### src/rtl/btn_step_ctrl.sv
// btn_step_ctrl: produces a clean one-cycle `step` pulse for the LED pattern FSM.
// Manual mode: a 2-flop synchronised, debounced pushbutton. Auto mode: a
// programmable period timer. `step_cnt` counts issued steps modulo 256.
// Optional feature macro: BTN_STEP_CTRL_REPEAT_EN (hold-to-repeat in HELD).
module btn_step_ctrl #(
  parameter int unsigned DEB_CYCLES    = 4,
  parameter int unsigned REPEAT_CYCLES = 16
) (
  input  logic       clk,
  input  logic       reset,
  input  logic       btn_raw,
  input  logic       auto_en,
  input  logic [7:0] period,
  output logic       step,
  output logic [7:0] step_cnt,
  output logic [1:0] state
);

  typedef enum logic [1:0] {
    StIdle = 2'd0,
    StDeb  = 2'd1,
    StHeld = 2'd2,
    StAuto = 2'd3
  } state_e;

  localparam logic [7:0] DebTarget = 8'(DEB_CYCLES);

  logic       sync1_q, sync2_q;
  logic       btn_s;
  state_e     state_q, state_d;
  logic [7:0] deb_cnt_q, deb_cnt_d;
  logic [7:0] per_cnt_q, per_cnt_d;
  logic       step_q, step_d;
  logic [7:0] step_cnt_q, step_cnt_d;

`ifdef BTN_STEP_CTRL_REPEAT_EN
  localparam logic [15:0] RepLast = 16'(REPEAT_CYCLES - 1);
  logic [15:0] rep_cnt_q, rep_cnt_d;
`else
  // Repeat logic is compiled out; the parameter is intentionally unused.
  logic unused_repeat_cfg;
  assign unused_repeat_cfg = ^REPEAT_CYCLES;
`endif

  assign btn_s = sync2_q;

  // Two-flop synchroniser for the asynchronous button input.
  always_ff @(posedge clk or negedge reset) begin
    if (!reset) begin
      sync1_q <= 1'b0;
      sync2_q <= 1'b0;
    end else begin
      sync1_q <= btn_raw;
      sync2_q <= sync1_q;
    end
  end

  // Next-state, counter and step decision; auto_en overrides button activity.
  always_comb begin
    state_d   = state_q;
    deb_cnt_d = deb_cnt_q;
    per_cnt_d = per_cnt_q;
    step_d    = 1'b0;
`ifdef BTN_STEP_CTRL_REPEAT_EN
    rep_cnt_d = rep_cnt_q;
`endif

    if (auto_en && (state_q != StAuto)) begin
      state_d   = StAuto;
      deb_cnt_d = 8'd0;
      per_cnt_d = 8'd0;
`ifdef BTN_STEP_CTRL_REPEAT_EN
      rep_cnt_d = 16'd0;
`endif
    end else begin
      case (state_q)
        StIdle: begin
          if (btn_s) begin
            state_d   = StDeb;
            deb_cnt_d = 8'd1;
          end
        end

        StDeb: begin
          if (!btn_s) begin
            state_d   = StIdle;
            deb_cnt_d = 8'd0;
          end else if (deb_cnt_q >= DebTarget) begin
            step_d    = 1'b1;
            state_d   = StHeld;
            deb_cnt_d = 8'd0;
`ifdef BTN_STEP_CTRL_REPEAT_EN
            rep_cnt_d = 16'd0;
`endif
          end else begin
            deb_cnt_d = deb_cnt_q + 8'd1;
          end
        end

        StHeld: begin
          if (btn_s) begin
            // Any high sample restarts the release count.
            deb_cnt_d = 8'd0;
`ifdef BTN_STEP_CTRL_REPEAT_EN
            if (rep_cnt_q >= RepLast) begin
              step_d    = 1'b1;
              rep_cnt_d = 16'd0;
            end else begin
              rep_cnt_d = rep_cnt_q + 16'd1;
            end
`endif
          end else begin
`ifdef BTN_STEP_CTRL_REPEAT_EN
            rep_cnt_d = 16'd0;
`endif
            if ((deb_cnt_q + 8'd1) >= DebTarget) begin
              state_d   = StIdle;
              deb_cnt_d = 8'd0;
            end else begin
              deb_cnt_d = deb_cnt_q + 8'd1;
            end
          end
        end

        StAuto: begin
          if (!auto_en) begin
            state_d   = StIdle;
            deb_cnt_d = 8'd0;
            per_cnt_d = 8'd0;
`ifdef BTN_STEP_CTRL_REPEAT_EN
            rep_cnt_d = 16'd0;
`endif
          end else if (period == 8'd0) begin
            // Paused: hold the timer at zero.
            per_cnt_d = 8'd0;
          end else if (per_cnt_q >= (period - 8'd1)) begin
            // >= so a live period reduction fires on the next cycle.
            step_d    = 1'b1;
            per_cnt_d = 8'd0;
          end else begin
            per_cnt_d = per_cnt_q + 8'd1;
          end
        end

        default: begin
          state_d = StIdle;
        end
      endcase
    end

    step_cnt_d = step_cnt_q + {7'd0, step_d};
  end

  // State, counters and registered outputs.
  always_ff @(posedge clk or negedge reset) begin
    if (!reset) begin
      state_q    <= StIdle;
      deb_cnt_q  <= 8'd0;
      per_cnt_q  <= 8'd0;
      step_q     <= 1'b0;
      step_cnt_q <= 8'd0;
`ifdef BTN_STEP_CTRL_REPEAT_EN
      rep_cnt_q  <= 16'd0;
`endif
    end else begin
      state_q    <= state_d;
      deb_cnt_q  <= deb_cnt_d;
      per_cnt_q  <= per_cnt_d;
      step_q     <= step_d;
      step_cnt_q <= step_cnt_d;
`ifdef BTN_STEP_CTRL_REPEAT_EN
      rep_cnt_q  <= rep_cnt_d;
`endif
    end
  end

  assign step     = step_q;
  assign step_cnt = step_cnt_q;
  assign state    = state_q;

endmodule

### config.mk
export PLATFORM = sky130hd
export DESIGN_NAME = btn_step_ctrl
export DESIGN_NICKNAME = d
export VERILOG_FILES = /design/src/rtl/btn_step_ctrl.sv
export SDC_FILE = /design/constraint.sdc
export NUM_CORES = 1
export LEC_CHECK = 0
export ABC_AREA = 1
export BUFFER_PORTS_ARGS = -buffer_cell sky130_fd_sc_hd__buf_2
export CAP_MARGIN = 40
export CORE_UTILIZATION = 62
export DETAILED_ROUTE_END_ITERATION = 10
export PLACE_DENSITY = 0.85
export SYNTH_ARGS = -nofsm -noshare
export SYNTH_HDL_FRONTEND = slang
export SYNTH_SLANG_ARGS = --single-unit
export TNS_END_PERCENT = 10
### constraint.sdc
create_clock -name clk -period 5.2 [get_ports clk]
set_input_delay 1.04 -clock clk [delete_from_list [all_inputs] [get_ports clk]]
set_output_delay 1.04 -clock clk [all_outputs]
set_load 0.005 [all_outputs]
==> results of run 1 <==
[kinds of logic (layout without fill, tap and decap cells)]
| logic type | Yosys count | count (layout) | synth area share |
|---|---|---|---|
| flip-flops | 29 | 29 | 0.4000 |
| AND/OR/NAND/NOR | 118 | 118 | 0.2821 |
| adder cells (fa/ha/maj) | 15 | 15 | 0.1034 |
| buffers and inverters | 40 | 70 | 0.08276 |
| AO/OA/AOI/OAI | 16 | 16 | 0.05448 |
| XOR/XNOR | 16 | 16 | 0.07724 |
[Yosys cell counts, drive strengths merged]
cell type	number	area share
nand2	61	0.13
inv	40	0.083
dfrtp	29	0.40
nor2	28	0.062
nand3	17	0.052
ha	15	0.10
xor2	12	0.058
a21oi	7	0.019
nand4	6	0.021
o21ai	5	0.016
xnor2	4	0.019
nand3b	3	0.012
nor3	3	0.0083
o2111ai	1	0.0048
o21bai	1	0.0062
o22ai	1	0.0035
o32ai	1	0.0048
[worst reg2reg max path, stage by stage (launching register included)]
cell,delay [ns]
dfrtp_1,0.47
ha_1,0.31
nand2_1,0.05
nor2_1,0.11
nand4_1,0.09
o2111ai_1,0.16
nand2_1,0.08
a21oi_1,0.23
ha_1,0.23
nand3_1,0.12
nor3_1,0.29
nand3_1,0.14
xnor2_1,0.14
[area by class of cell]
cell class | instances | area (µm²)
sequential | 29 | 725.7
multi-input combinational | 165 | 938.4
inverter | 40 | 150.1
fill | 224 | 710.7
tap | 31 | 38.79
timing repair buffer | 22 | 110.1
clock inverter | 3 | 46.29
clock buffer | 5 | 37.54
[layer usage]
| metal | up-vias | track usage | wire [µm] |
|---|---|---|---|
| met5 | - | 0 | 0 |
| met4 | 0 | 0.1080 | 80 |
| met3 | 10 | 0.08837 | 138 |
| met2 | 21 | 0.3997 | 1645 |
| met1 | 699 | 0.3174 | 1564 |
| li1 | 793 | - | - |
[worst max path at each step]
stage | slack (ns) | from | cells past startpoint | end
floorplan | 1.76 | period[3] | 16 | step_cnt[7]$_DFF_PN0_
global placement | 1.46 | period[3] | 17 | step_cnt[7]$_DFF_PN0_
detailed placement | 1.27 | period[2] | 17 | step_cnt[7]$_DFF_PN0_
CTS | 1.62 | period[2] | 17 | step_cnt[7]$_DFF_PN0_
global route | 1.32 | period[3] | 17 | step_cnt[7]$_DFF_PN0_
finish | 1.64 | period[3] | 17 | step_cnt[7]$_DFF_PN0_
[stage by stage]
stage / utilization / setup WS (ns) / power [mW] / std cells
2_1_floorplan: - / 1.762 / 0.3867 / 234
6_report: 0.7423 / 1.639 / 0.6279 / 295
3_5_place_dp: 0.7119 / 1.274 / 0.4400 / 287
3_3_place_gp: 0.7119 / 1.463 / 0.4350 / 287
5_1_grt: 0.7423 / 1.325 / 0.6778 / 295
4_1_cts: 0.7423 / 1.618 / 0.6331 / 295
[where the power goes]
part / internal [mW] / switching, mW / total [mW]
Sequential: 0.250 / 0.0279 / 0.278
Clock: 0.102 / 0.0889 / 0.191
Combinational: 0.0583 / 0.101 / 0.160
Total: 0.410 / 0.218 / 0.628
[sequential cells by signal, indices dropped and copies added (netlist names)]
name       flops
deb_cnt_q      8
step           1
state          2
sync1_q        1
per_cnt_q      8
btn_s          1
step_cnt       8
[cells in the final DEF, fill, tap and decap left out, drive strengths merged]
cell / n
nor3: 3
nand2: 61
inv: 40
xor2: 12
o2111ai: 1
o22ai: 1
o21ai: 5
ha: 15
bufinv: 1
xnor2: 4
clkbuf: 5
buf: 22
nand3b: 3
clkinv: 1
a21oi: 7
clkinvlp: 1
nor2: 28
o21bai: 1
dfrtp: 29
nand3: 17
o32ai: 1
nand4: 6
==> impl_metrics.yaml, run 1 <==
floorplan:
  die_w_um: 56.10
  core_mm2: 0.002758
  rows: 19
  dieArea_mm2: 0.003147
  initial_utilization: 0.6579
  dieHeight_um: 56.10
  pin_count: 23
sta:
  clock.fmax_mhz: 280.8
  post-route-period-util: 0.6849
  rsz0062_at_grt: "false"
  hold_violations: 0
  period_needed_ns: 3.561
  fin_worst_skew_ns: 0.007756
  setup_violations: 0
  worst_pin_slew_ns: 0.6180
  slew_viol_final: 0
  whs_ns: 0.3620
  slew_headroom: 0.5880
  tns_ns: 0
clock_network:
  cts_tree: "yes"
  clk_pin_slew_ns: 0.10
  cts_buffer_depth: 2
  holdBufCountCts: 0
  root_buffer: "clkbuf_4"
  numClockSinks: 29
  cts.htree.levels: 2
  post-cts-setup-buffer-count: 0
  cts_resized: 0
  clk_latency_ns: 0.34
  cts_buffers: 5
placement:
  placed_area_mm2: 0.001963
  place_congestion: 0.8632
  port-buffer-count: 22
  post-dp-hpwl_um: 2580
final_layout:
  area_growth_pct: 12.83
  stdcell_area_mm2: 0.002047
  drive_gt1_frac: 0.1402
  nets: 290
  n_antenna_cell: 0
logic_synthesis:
  syn_nets: 261
  yosysUniqueCellTypes: 21
  ys_warn_count: 0
  syn_area_per_cell_um2: 7.753
  syn_area_mm2: 0.001814
  syn_inst: 234
  ys_ff_latch: 29
  seq_area_frac_synth: 0.4000
global_route:
  grt_pass1_vias: 1417
  grt.total_usage: 0.2537
  overflow: 0
  grt_pass1_wl_um: 6092
  grt_max_degree: 30
  antenna_found_initial: 0
route:
  wl_per_cell_um: 11.62
  postRouteAntennaNets: 0
  drt-pass1-iter-count: 4
  via_count: 1523
  drt_iter0_markers: 67
  routed_wl_um: 3429
  viasPerCell: 5.163
  drt_drc_violations_left: 0
setup_path:
  path_buf_inv: 1
  r2r-end: "step_cnt[7]$_DFF_PN0_"
  crit_fanout: 4
  slowest_delay_ns: 0.30
  worstPathCellList: "buf_2 > nor2_1 > nand4_1 > nor3_1 > xor2_1 > ha_1 > nand2_1 > nor2_1 > nand4_1 > o2111ai_1 > nand2_1 > a21oi_1 > ha_1 > nand3_1 > nor3_1 > nand3_1 > xnor2_1"
  cp_top_family: "simple AND/OR/NAND/NOR gates"
  crit_type: "input port to flop"
  required_ns: 5.44
  ff2ff_setup_slack_ns: 2.68
  ff2ff_path_depth: 12
  start_kind: "input port"
  cp.arrival_ns: 3.80
  cp-end-kind: "flop"
  regToRegStartpoint: "per_cnt_q[4]$_DFFE_PN0P_"
  cp_slowest_cell: "ha_1"
hold_path:
  min_from: "sync1_q$_DFF_PN0_"
  min_path_cells: 0
  hold_path_class: "flop to flop"
  min_to: "btn_s$_DFF_PN0_"
power:
  p_per_area_mw_per_mm2: 306.7
  peakVddDrop_v: 0.0002539
  p_leak_nw: 1.166
flow_run:
  cap_violations: 0
outcome:
  status: "complete, no violations"
Power figures use the tool's default switching activity.
==> run 2: changes to the inputs <==
--- a/config.mk
+++ b/config.mk
@@ -8,9 +8,9 @@
 export ABC_AREA = 1
 export BUFFER_PORTS_ARGS = -buffer_cell sky130_fd_sc_hd__buf_2
 export CAP_MARGIN = 40
-export CORE_UTILIZATION = 62
+export CORE_UTILIZATION = 57
 export DETAILED_ROUTE_END_ITERATION = 10
-export PLACE_DENSITY = 0.85
+export PLACE_DENSITY = 0.79
 export SYNTH_ARGS = -nofsm -noshare
 export SYNTH_HDL_FRONTEND = slang
 export SYNTH_SLANG_ARGS = --single-unit
==> constraint.sdc (replaced) <==
create_clock -name clk -period 3.5 [get_ports clk]
set_input_delay 0.7 -clock clk [delete_from_list [all_inputs] [get_ports clk]]
set_output_delay 0.7 -clock clk [all_outputs]
set_load 0.005 [all_outputs]
==> run 2 against run 1 <==
Net effect:
- register-to-register slack worse by 1.6 ns
- clock-buffer cell count rose by 2
- worst hold slack improved by 0.014 ns
- highest routed layer unchanged
- cell count up 5.1%
- clock power rose by 50%
- die area rose by 8.4%
- largest cell class unchanged
- global-route usage is 3.4 points lower
- wire length fell by 4.8%
- sequential share of layout area decreased by 0.55 points
==> impl_metrics.yaml, run 2 (synthesis results as in run 1) <==
route:
  viasPerCell: 4.945
  drt_iter0_markers: 55
  via_count: 1533
  drt-pass1-iter-count: 4
  postRouteAntennaNets: 0
  wl_per_cell_um: 10.53
  routed_wl_um: 3263
  drt_drc_violations_left: 0
floorplan:
  initial_utilization: 0.5992
  dieHeight_um: 58.42
  rows: 20
  die_w_um: 58.42
  dieArea_mm2: 0.003412
  pin_count: 23
  core_mm2: 0.003028
final_layout:
  final_cells: 310
  layout_common_cells: "nand2_1 (61), inv_1 (40), dfrtp_1 (29), nor2_1 (25), buf_2 (22)"
  area_growth_pct: 14.62
  nets: 292
  postLayoutCoreUtil: 0.6868
  drive_gt1_frac: 0.1429
  n_antenna_cell: 0
  final_common_cell: "nand2_1"
power:
  p_int_mw: 0.6278
  p_comb_frac: 0.251
  peakVddDrop_v: 0.0003163
  netSwitchingFraction: 0.3257
  pwr-share-clk: 0.307
  p_per_area_mw_per_mm2: 447.7
  p_total_mw: 0.9310
  p_sw_mw: 0.3032
  p_leak_nw: 1.181
  power_frac_seq: 0.442
setup_path:
  required_ns: 3.72
  start_kind: "input port"
  ff2ff_setup_slack_ns: 1.04
  cp_slowest_cell: "ha_1"
  cp-end-kind: "flop"
  crit_fanout: 4
  crit_type: "input port to flop"
  cp_top_family: "simple AND/OR/NAND/NOR gates"
  worstPathCellList: "buf_2 > inv_1 > ha_1 > nand3_1 > xor2_1 > inv_1 > ha_1 > nand2_1 > nor2_1 > nand4_1 > o2111ai_1 > nand2_1 > a21oi_1 > ha_1 > nand3_1 > nor3_1 > nand3_1 > xnor2_1"
  slowest_delay_ns: 0.26
  cp.arrival_ns: 3.29
  path_buf_inv: 3
global_route:
  busiest_layer: "met2"
  grt_use_met2: 0.3826
  antenna_found_initial: 0
  use_met1: 0.2522
  grt_max_degree: 30
  grt_pass1_vias: 1382
  grt_pass1_wl_um: 5520
  grt_use_met3: 0.06593
  overflow: 0
  grt.total_usage: 0.2194
placement:
  post-dp-hpwl_um: 2535
  dp_cells: 302
  port-buffer-count: 22
  place_congestion: 0.8131
clock_network:
  holdBufCountCts: 0
  cts_buffers: 5
  clk_latency_ns: 0.33
  clk_pin_slew_ns: 0.09
  cts.htree.levels: 2
  cts_tree: "yes"
  root_buffer: "clkbuf_4"
  cts_buffer_depth: 2
  cts_resized: 0
  numClockSinks: 29
  post-cts-setup-buffer-count: 0
sta:
  slew_headroom: 0.5855
  hold_violations: 0
  fin_worst_skew_ns: 0.004979
  period_needed_ns: 3.069
  setup_violations: 0
  tns_ns: 0
  slew_viol_final: 0
  clock.fmax_mhz: 325.8
  worst_pin_slew_ns: 0.6218
  rsz0062_at_grt: "false"
  post-route-period-util: 0.8769
flow_run:
  cap_violations: 0
hold_path:
  hold_path_class: "input port to async pin"
outcome:
  status: "complete, no violations"
-- run 2: power groups by stage --
| stage | clock network, mW | logic, mW | registers [mW] |
|---|---|---|---|
| floorplan | 0 | 0.161 | 0.413 |
| global placement | 0 | 0.231 | 0.418 |
| detailed placement | 0 | 0.235 | 0.419 |
| CTS | 0.292 | 0.237 | 0.412 |
| global route | 0.308 | 0.274 | 0.417 |
| finish | 0.286 | 0.233 | 0.412 |
-- run 2: final timing paths --
| kind | start | to | depth (start not counted) |
|---|---|---|---|
| setup / recovery | period[0] | step_cnt[7]$_DFF_PN0_ | 18 |
| hold / removal | reset | step_cnt[7]$_DFF_PN0_ | 1 |
| setup reg to reg | per_cnt_q[5]$_DFFE_PN0P_ | step_cnt[7]$_DFF_PN0_ | 12 |
| hold reg to reg | sync1_q$_DFF_PN0_ | btn_s$_DFF_PN0_ | 0 |
| max in group asynchronous | reset | deb_cnt_q[0]$_DFFE_PN0P_ | 1 |
| min in group clk | sync1_q$_DFF_PN0_ | btn_s$_DFF_PN0_ | 0 |
-- run 2: layout make-up --
class | instances | area (µm²)
fill | 261 | 948.4
timing repair buffer | 24 | 125.1
sequential | 29 | 725.7
inverter | 40 | 150.1
clock inverter | 1 | 30.03
tap | 44 | 55.05
multi-input combinational | 165 | 938.4
clock buffer | 7 | 55.05
-- run 2: worst register-to-register path: cells and delay by family (launching register included) --
| kind | cells | cell delay (ns) |
|---|---|---|
| AO/OA/AOI/OAI | 2 | 0.38 |
| adder cells (fa/ha/maj) | 2 | 0.53 |
| flip-flops | 1 | 0.45 |
| AND/OR/NAND/NOR | 7 | 0.84 |
| XOR/XNOR | 1 | 0.15 |
-- run 2: routing by layer --
metal,vias to the layer above,share of wire
li1,803,-
met1,703,0.45
met2,16,0.50
met3,11,0.021
met4,0,0.023
met5,-,0
-- run 2: per-stage QoR --
step	hold WS [ns]	worst slack [ns]	cell area [µm²]
finish	0.3760	0.4309	2079
global placement	0.3632	0.1811	1994
global route	0.4044	0.08289	2079
detailed placement	0.3702	0.05530	1994
floorplan	0.3312	0.4018	1814
CTS	0.3897	0.4075	2079
==> run 3: changes to the inputs <==
--- a/config.mk
+++ b/config.mk
@@ -8,9 +8,8 @@
 export ABC_AREA = 1
 export BUFFER_PORTS_ARGS = -buffer_cell sky130_fd_sc_hd__buf_2
 export CAP_MARGIN = 40
-export CORE_UTILIZATION = 57
+export CORE_UTILIZATION = 45
 export DETAILED_ROUTE_END_ITERATION = 10
-export PLACE_DENSITY = 0.79
 export SYNTH_ARGS = -nofsm -noshare
 export SYNTH_HDL_FRONTEND = slang
 export SYNTH_SLANG_ARGS = --single-unit
==> run 3 against run 2 <==
Net effect:
- non-clock buffer count did not move
- clock skew barely moved
- largest cell class unchanged
- sequential power barely moved
- design area rose by 2.0%
- critical path type unchanged
- first-iteration DRC count fell by 25%
- worst setup slack improved by 0.0082 ns
- total power rose by 8.3%
- critical path depth did not move
- sequential cell count did not move
- clock power rose by 26%
- worst hold slack got worse by 0.012 ns
- critical endpoint is now step_cnt[6]$_DFF_PN0_
- combinational power rose by 2%
==> impl_metrics.yaml, run 3 (synthesis results as in run 1) <==
setup_path:
  r2r-end: "step_cnt[6]$_DFF_PN0_"
  start_kind: "input port"
  cp.arrival_ns: 3.22
  regToRegStartpoint: "per_cnt_q[5]$_DFFE_PN0P_"
  required_ns: 3.66
  crit_type: "input port to flop"
  cp-end-kind: "flop"
  ff2ff_path_depth: 13
  crit_fanout: 2
  ff2ff_setup_slack_ns: 1.11
floorplan:
  dieArea_mm2: 0.004290
  dieHeight_um: 65.50
  core_mm2: 0.003771
  initial_utilization: 0.4811
  rows: 22
  die_w_um: 65.50
  pin_count: 23
final_layout:
  final_common_cell: "nand2_1"
  n_antenna_cell: 0
  nets: 292
  layout_common_cells: "nand2_1 (61), inv_1 (40), dfrtp_1 (29), nor2_1 (25), buf_2 (22)"
  area_growth_pct: 16.90
  drive_gt1_frac: 0.1466
  stdcell_area_mm2: 0.002121
  postLayoutCoreUtil: 0.5624
route:
  routed_wl_um: 3477
  drt_iter0_markers: 41
  wl_per_cell_um: 11.07
  drt_drc_violations_left: 0
  postRouteAntennaNets: 0
  drt-pass1-iter-count: 4
  via_count: 1480
  viasPerCell: 4.713
clock_network:
  cts.htree.levels: 2
  cts_buffer_depth: 2
  cts_tree: "yes"
  post-cts-setup-buffer-count: 0
  clk_latency_ns: 0.28
  root_buffer: "clkbuf_8"
  numClockSinks: 29
  cts_buffers: 5
  clk_pin_slew_ns: 0.06
power:
  p_leak_nw: 1.199
  p_total_mw: 1.008
  peakVddDrop_v: 0.0003721
  p_per_area_mw_per_mm2: 475.4
sta:
  tns_ns: 0
  slew_viol_final: 0
  rsz0062_at_grt: "false"
  post-route-period-util: 0.8745
  setup_violations: 0
  worst_pin_slew_ns: 0.6470
  clock.fmax_mhz: 326.7
  hold_violations: 0
  whs_ns: 0.3636
  slew_headroom: 0.5687
  period_needed_ns: 3.061
  fin_worst_skew_ns: 0.005144
global_route:
  grt_max_degree: 30
  antenna_found_initial: 0
  grt_pass1_vias: 1526
  grt.total_usage: 0.1970
  overflow: 0
  grt_pass1_wl_um: 6285
outcome:
  status: "complete, no violations"
placement:
  post-dp-hpwl_um: 2726
  placed_area_mm2: 0.001999
  port-buffer-count: 22
  place_congestion: 0.7480
hold_path:
  hold_path_class: "flop to flop"
  min_to: "btn_s$_DFF_PN0_"
  min_path_cells: 0
  min_from: "sync1_q$_DFF_PN0_"
flow_run:
  cap_violations: 0
[run 3: cell counts in the layout (fill, tap and decap cells not counted)]
No cell type changed its count.
[run 3: timing repair]
action	in CTS	in global routing
endpoints found under the setup margin	0	1
hold buffers	0	0
resized for setup	0	1
endpoints found under the hold margin	0	0
[run 3: how the worst max path moves through the flow]
stage | endpoint | start | slack (ns) | cells past startpoint
3_5_place_dp | step_cnt[7]$_DFF_PN0_ | period[3] | 0.09 | 17
6_report | step_cnt[6]$_DFF_PN0_ | period[3] | 0.44 | 18
3_3_place_gp | step_cnt[6]$_DFF_PN0_ | period[0] | 0.17 | 19
4_1_cts | step_cnt[7]$_DFF_PN0_ | period[3] | 0.41 | 17
2_1_floorplan | step_cnt[7]$_DFF_PN0_ | period[3] | 0.40 | 16
5_1_grt | step_cnt[6]$_DFF_PN0_ | period[3] | 0.04 | 18
[run 3: worst max-delay path, stage by stage]
cell       delay, ns
buf_2           0.11
nor2_1          0.13
nand4_1         0.14
nor3_1          0.21
xor2_1          0.10
ha_1            0.30
nand2_1         0.07
nor2_1          0.13
nand4_1         0.09
o2111ai_1       0.12
nand2_1         0.09
a21oi_1         0.20
ha_1            0.21
ha_1            0.19
nand3_1         0.12
nor2_1          0.12
nand2_1         0.07
xnor2_1         0.13
[run 3: stage by stage]
step           worst slack, ns  std cells
3_3_place_gp            0.1698        306
4_1_cts                 0.4115        314
6_report                0.4391        314
2_1_floorplan           0.4018        234
5_1_grt                0.03568        314
3_5_place_dp           0.09194        306
[run 3: cell type report]
class	instances	area (µm²)
inverters	40	150.1
fillers	365	1650
repair buffers	24	125.1
multi-input cells	165	943.4
clock buffers	7	86.33
well taps	48	60.06
clock inverters	1	30.03
flip-flops and latches	29	725.7
[run 3: layer usage]
metal,track usage,part of all wire
met2,0.3466,0.49
met1,0.2199,0.47
met3,0.06250,0.027
met5,0,0
met4,0.07337,0.017
[run 3: report_power, final]
group	internal, mW	switching [mW]	leakage [nW]
clock	0.232	0.128	0.0585
combinational	0.0866	0.150	0.761
sequential	0.372	0.0405	0.379
